### src/rtl/quad_encoder_gen.sv
// Quadrature encoder emulator: emits a commanded number of chA/chB edges at a fixed
// clock spacing in either direction, with an index pulse and a running signed position.
module quad_encoder_gen #(
  parameter int EDGES_PER_REV = 48,
  parameter int MIN_PERIOD    = 4,
  parameter int PERIOD_W      = 32
) (
  input  logic                             clk,
  input  logic                             rst,
  input  logic                             cmd_valid,
  output logic                             cmd_ready,
  input  logic                             cmd_dir,
  input  logic [31:0]                      cmd_edges,
  input  logic [PERIOD_W-1:0]              cmd_period,
  input  logic                             abort,
  output logic                             chA,
  output logic                             chB,
  output logic                             idx,
  output logic                             busy,
  output logic                             done,
  output logic [31:0]                      position,
  output logic [1:0]                       dbg_state_o,
  output logic [$clog2(EDGES_PER_REV)-1:0] dbg_rev_pos_o
);

  // Command handshake: a move is accepted on any clock where cmd_valid && cmd_ready;
  // cmd_ready is high only in IDLE, and cmd_valid at any other time is dropped, not queued.

  localparam int RW = $clog2(EDGES_PER_REV);
  localparam logic [RW-1:0]       REV_LAST = RW'(EDGES_PER_REV - 1);
  localparam logic [PERIOD_W-1:0] MIN_P    = PERIOD_W'(MIN_PERIOD);

  typedef enum logic [1:0] {
    S_IDLE = 2'd0,
    S_RUN  = 2'd1,
    S_DONE = 2'd2
  } state_t;

  state_t              state_q, state_d;
  logic                dir_q, dir_d;
  logic [31:0]         remaining_q, remaining_d;
  logic [PERIOD_W-1:0] period_q, period_d;
  logic [PERIOD_W-1:0] timer_q, timer_d;
  logic                a_q, a_d;
  logic                b_q, b_d;
  logic [RW-1:0]       rev_q, rev_d;
  logic                idx_q, idx_d;
  logic [31:0]         pos_q, pos_d;
  logic                edge_fire;

  always_comb begin
    state_d     = state_q;
    dir_d       = dir_q;
    remaining_d = remaining_q;
    period_d    = period_q;
    timer_d     = timer_q;
    a_d         = a_q;
    b_d         = b_q;
    rev_d       = rev_q;
    idx_d       = idx_q;
    pos_d       = pos_q;
    edge_fire   = 1'b0;

    case (state_q)
      S_IDLE: begin
        if (cmd_valid) begin
          dir_d       = cmd_dir;
          remaining_d = cmd_edges;
          period_d    = (cmd_period < MIN_P) ? MIN_P : cmd_period;
          timer_d     = '0;
          state_d     = (cmd_edges == 32'd0) ? S_DONE : S_RUN;
        end
      end
      S_RUN: begin
        // Abort takes priority over an edge that would fire on the same clock.
        if (abort) begin
          state_d = S_DONE;
        end else if (timer_q == period_q - PERIOD_W'(1)) begin
          edge_fire   = 1'b1;
          timer_d     = '0;
          remaining_d = remaining_q - 32'd1;
          if (remaining_q == 32'd1) state_d = S_DONE;
        end else begin
          timer_d = timer_q + PERIOD_W'(1);
        end
      end
      S_DONE: state_d = S_IDLE;
      default: state_d = S_IDLE;
    endcase

    // Gray stepping: forward toggles A when A==B, else B; reverse is the mirror.
    if (edge_fire) begin
      if (dir_q ^ (a_q != b_q)) a_d = ~a_q;
      else                      b_d = ~b_q;
      if (dir_q) begin
        rev_d = (rev_q == REV_LAST) ? '0 : rev_q + RW'(1);
        pos_d = pos_q + 32'd1;
      end else begin
        rev_d = (rev_q == '0) ? REV_LAST : rev_q - RW'(1);
        pos_d = pos_q - 32'd1;
      end
      idx_d = (rev_d == '0);
    end
  end

  always_ff @(posedge clk) begin
    if (rst) begin
      state_q     <= S_IDLE;
      dir_q       <= 1'b0;
      remaining_q <= '0;
      period_q    <= MIN_P;
      timer_q     <= '0;
      a_q         <= 1'b0;
      b_q         <= 1'b0;
      rev_q       <= '0;
      idx_q       <= 1'b1;
      pos_q       <= '0;
    end else begin
      state_q     <= state_d;
      dir_q       <= dir_d;
      remaining_q <= remaining_d;
      period_q    <= period_d;
      timer_q     <= timer_d;
      a_q         <= a_d;
      b_q         <= b_d;
      rev_q       <= rev_d;
      idx_q       <= idx_d;
      pos_q       <= pos_d;
    end
  end

  assign cmd_ready     = (state_q == S_IDLE);
  assign busy          = (state_q == S_RUN);
  assign done          = (state_q == S_DONE);
  assign chA           = a_q;
  assign chB           = b_q;
  assign idx           = idx_q;
  assign position      = pos_q;
  assign dbg_state_o   = state_q;
  assign dbg_rev_pos_o = rev_q;

endmodule

### config.mk
export PLATFORM = sky130hd
export DESIGN_NAME = quad_encoder_gen
export DESIGN_NICKNAME = d
export VERILOG_FILES = /design/src/rtl/quad_encoder_gen.sv
export SDC_FILE = /design/constraint.sdc
export NUM_CORES = 1
export LEC_CHECK = 0
export ABC_AREA = 1
export ABC_CLOCK_PERIOD_IN_PS = 4200
export CAP_MARGIN = 20
export CORE_UTILIZATION = 40
export DETAILED_ROUTE_END_ITERATION = 10
export GPL_ROUTABILITY_DRIVEN = 0
export GPL_TIMING_DRIVEN = 0
export PLACE_DENSITY = 0.64
export SLEW_MARGIN = 20
export SYNTH_ARGS = -nofsm -noshare
export SYNTH_HDL_FRONTEND = slang
export SYNTH_SLANG_ARGS = --single-unit
### constraint.sdc
create_clock -name clk -period 4.2 [get_ports clk]
set_input_delay 0.42 -clock clk [delete_from_list [all_inputs] [get_ports clk]]
set_output_delay 0.42 -clock clk [all_outputs]
set_load 0.02 [all_outputs]
==> results.cfg <==
[status]
outcome = finished with violations
violations = design-rule violations

[global_routing]
overflow = 0
grt_antenna_before_repair = 0
grt_max_degree = 39
grt.total_usage_pct = 26.3
grt_first_pass_wirelength_mm = 56.2
grt_pass1_vias = 11194

[clock_network]
insertion_delay_ns = 0.44
ctsHoldBuffers = 0
clk_pin_slew_worst_paths_ns = 0.06
cts_resized = 0
post_cts_buffers = 0
cts_root_buf = clkbuf_16
cts_buffers = 17
cts_tree = built
cts_num_sinks = 140
htreeDepth = 4
cts_max_path_buffers = 2

[timing]
max_freq_ghz = 0.253
hold_viol = 0
tightestPinTransition_ns = 0.875
setup_viol = 0
hold_ws_ns = 0.495
rsz0062_at_grt = no
min_period_over_period_pct = 94.0
clock_skew_ns = 0.0143
period_minus_slack_ns = 3.95
slew_headroom_pct = 41.0
setup_ws_ns = 0.251
drv_slew = 0

[detailed_routing]
drcViolationCount = 8
wl_per_cell_um = 15.7
dr.first_iter.drc_count = 1066
final_antenna_net_count = 0
dr.pass1.iters = 9
routed_via_density = 5.38
drt_wl_total_mm = 35.1
vias = 12029

[die]
core_area_mm2 = 0.0261
initial_utilization_pct = 40.8
die_x_um = 165
dieArea_mm2 = 0.0273
die_h_um = 165
io_pins = 115
num_rows = 59

[layout]
multi_input_area_mm2 = 0.00699
final_cells = 2234
register_area_mm2 = 0.00280
drive_gt1_share_pct = 3.74
antenna_cells = 0
fillers = 2786
fin_nets = 1993
areaGrowthSynthToFinish_pct = 20.6

[placement]
place_ws_ns = 0.417
dp_hpwl_mm = 27.4
port_buffers = 114
place_inst = 2202

[pwr]
total_leakage_power_uw = 0.00590
power_density_mw_per_mm2 = 333
peakVddDrop_v = 0.000261

[synthesis]
synth_cell_types = 44
yosys_most_used_dff = dfxtp_1
async_flop_share_pct = 0
synth_edf_count = 0
netlist_instances = 1753
syn_avg_cell_area_um2 = 6.08
ys_seq_area_share_pct = 26.3
synth_area_mm2 = 0.0107
ys_ff_latch = 140
ys_warn_count = 0
synth_fp_nets = 1860

[setup_path]
cp-start-kind = flip-flop
worst-r2r-setup-slack_ns = 0.25
r2r_end = position[25]$_SDFFE_PP0P_
crit_type = reg2reg
cp_max_fo = 38
r2r-start = dir_q$_SDFFE_PP0P_
crit_end = position[25]$_SDFFE_PP0P_
crit_arrival_ns = 4.32
critical_path_required_ns = 4.58
cp-end-kind = flip-flop
reg2regPathDepth = 12
cp-startpoint = dir_q$_SDFFE_PP0P_

[run]
max-cap-violations = 0

[hold_path]
min_path_type = reg2reg
## cells by family (layout without fill, tap and decap cells)
logic type | after synthesis | count (layout) | synth area share (%)
AND/OR/NAND/NOR | 969 | 969 | 38.5
AO/OA/AOI/OAI | 287 | 287 | 14.8
buffers and inverters | 225 | 371 | 8.16
flip-flops | 140 | 140 | 26.3
XOR/XNOR | 94 | 94 | 7.72
adder cells (fa/ha/maj) | 38 | 38 | 4.53
## sequential cells by signal, indices dropped and copies added (netlist names)
register,flops
dbg_state_o,2
position,32
idx,1
chB,1
remaining_q,32
period_q,32
dbg_rev_pos_o,6
timer_q,32
chA,1
dir_q,1
## cells in the mapped netlist (all sizes together), types with 2 or more instances
cell type  instances  area share, %
a21oi            114            5.4
o21bai             6           0.42
nand3b            18            1.3
nor3              28            1.3
a21boi             3           0.21
dfxtp            140             26
and3               2           0.12
o22ai              2           0.12
xnor2             21            1.7
o21a               8           0.56
nand4             36            2.1
nor2             368             13
a22o               2           0.16
a221oi             2           0.16
a31oi              7           0.41
o31ai              5           0.35
nor4              22            1.3
ha                37            4.3
a211oi             9           0.63
o21ai            116            5.4
xor2              73            6.0
clkinv             2          0.070
buf               15           0.76
nand2            394             14
a21o              11           0.77
inv              165            5.8
clkbuf            43            1.5
nand3             98            4.8
## worst min-delay path by stage
stage	startpoint	end	cells after the start
2_1_floorplan	period_q[1]$_SDFFE_PP0P_	period_q[1]$_SDFFE_PP0P_	2
3_3_place_gp	period_q[1]$_SDFFE_PP0P_	period_q[1]$_SDFFE_PP0P_	2
3_5_place_dp	period_q[1]$_SDFFE_PP0P_	period_q[1]$_SDFFE_PP0P_	2
4_1_cts	period_q[1]$_SDFFE_PP0P_	period_q[1]$_SDFFE_PP0P_	2
5_1_grt	timer_q[3]$_SDFFE_PP0P_	timer_q[3]$_SDFFE_PP0P_	2
6_report	period_q[1]$_SDFFE_PP0P_	period_q[1]$_SDFFE_PP0P_	2
## where the power goes
| group | switching, uW | internal (uW) |
|---|---|---|
| Combinational | 732 | 385 |
| Sequential | 90.6 | 1400 |
| Clock | 669 | 1010 |
| Total | 1490 | 2790 |
## layout make-up
type                    instances  share of cell area, %
inverters                     167                   4.89
plain buffers                  58                   1.89
flip-flops and latches        140                   21.8
repair buffers                114                   8.88
clock inverters                15                   1.64
well taps                     335                   3.26
multi-input cells            1388                   54.3
clock buffers                  17                   3.31
## layer usage
layer | global-route usage (%) | share of wire, %
met3 | 3.65 | 6.0
met1 | 33.3 | 44
met4 | 9.55 | 2.8
met5 | 0 | 0
met2 | 45.1 | 47
## critical path: stages, from the launching register on
cell and delay [ns]:
dfxtp_1 0.32, clkbuf_1 0.37, clkinv_2 0.63, ha_1 0.62, nand3_1 0.09, nand2_1 0.13, a21oi_1 0.14, o21ai_0 0.72
a21oi_1 0.26, o21ai_0 0.28, xor2_1 0.18, nor2_1 0.06, nor2_1 0.08
## metrics by stage
step / util (%) / TNS [ns] / power (uW) / cell area (um2)
floorplan: - / 0 / 2280 / 10700
global placement: 46.8 / -0.611 / 2600 / 12200
detailed placement: 46.8 / 0 / 2610 / 12200
CTS: 49.2 / 0 / 4290 / 12900
global route: 49.2 / 0 / 4520 / 12900
finish: 49.2 / 0 / 4280 / 12900
## cell usage in the layout (no fill, tap or decap), drive strengths merged, types with 6 or more instances in the layout
| master | instances |
|---|---|
| inv | 170 |
| nor3 | 28 |
| a21o | 11 |
| o21bai | 6 |
| xor2 | 73 |
| nand3b | 18 |
| a211oi | 9 |
| o21ai | 116 |
| a31oi | 7 |
| clkbuf | 60 |
| nor4 | 22 |
| dfxtp | 140 |
| a21oi | 114 |
| clkdlybuf4s50 | 114 |
| nand4 | 36 |
| o21a | 8 |
| buf | 15 |
| xnor2 | 21 |
| nand2 | 394 |
| nor2 | 368 |
| ha | 37 |
| nand3 | 98 |
(Power assumes the default switching activity.)
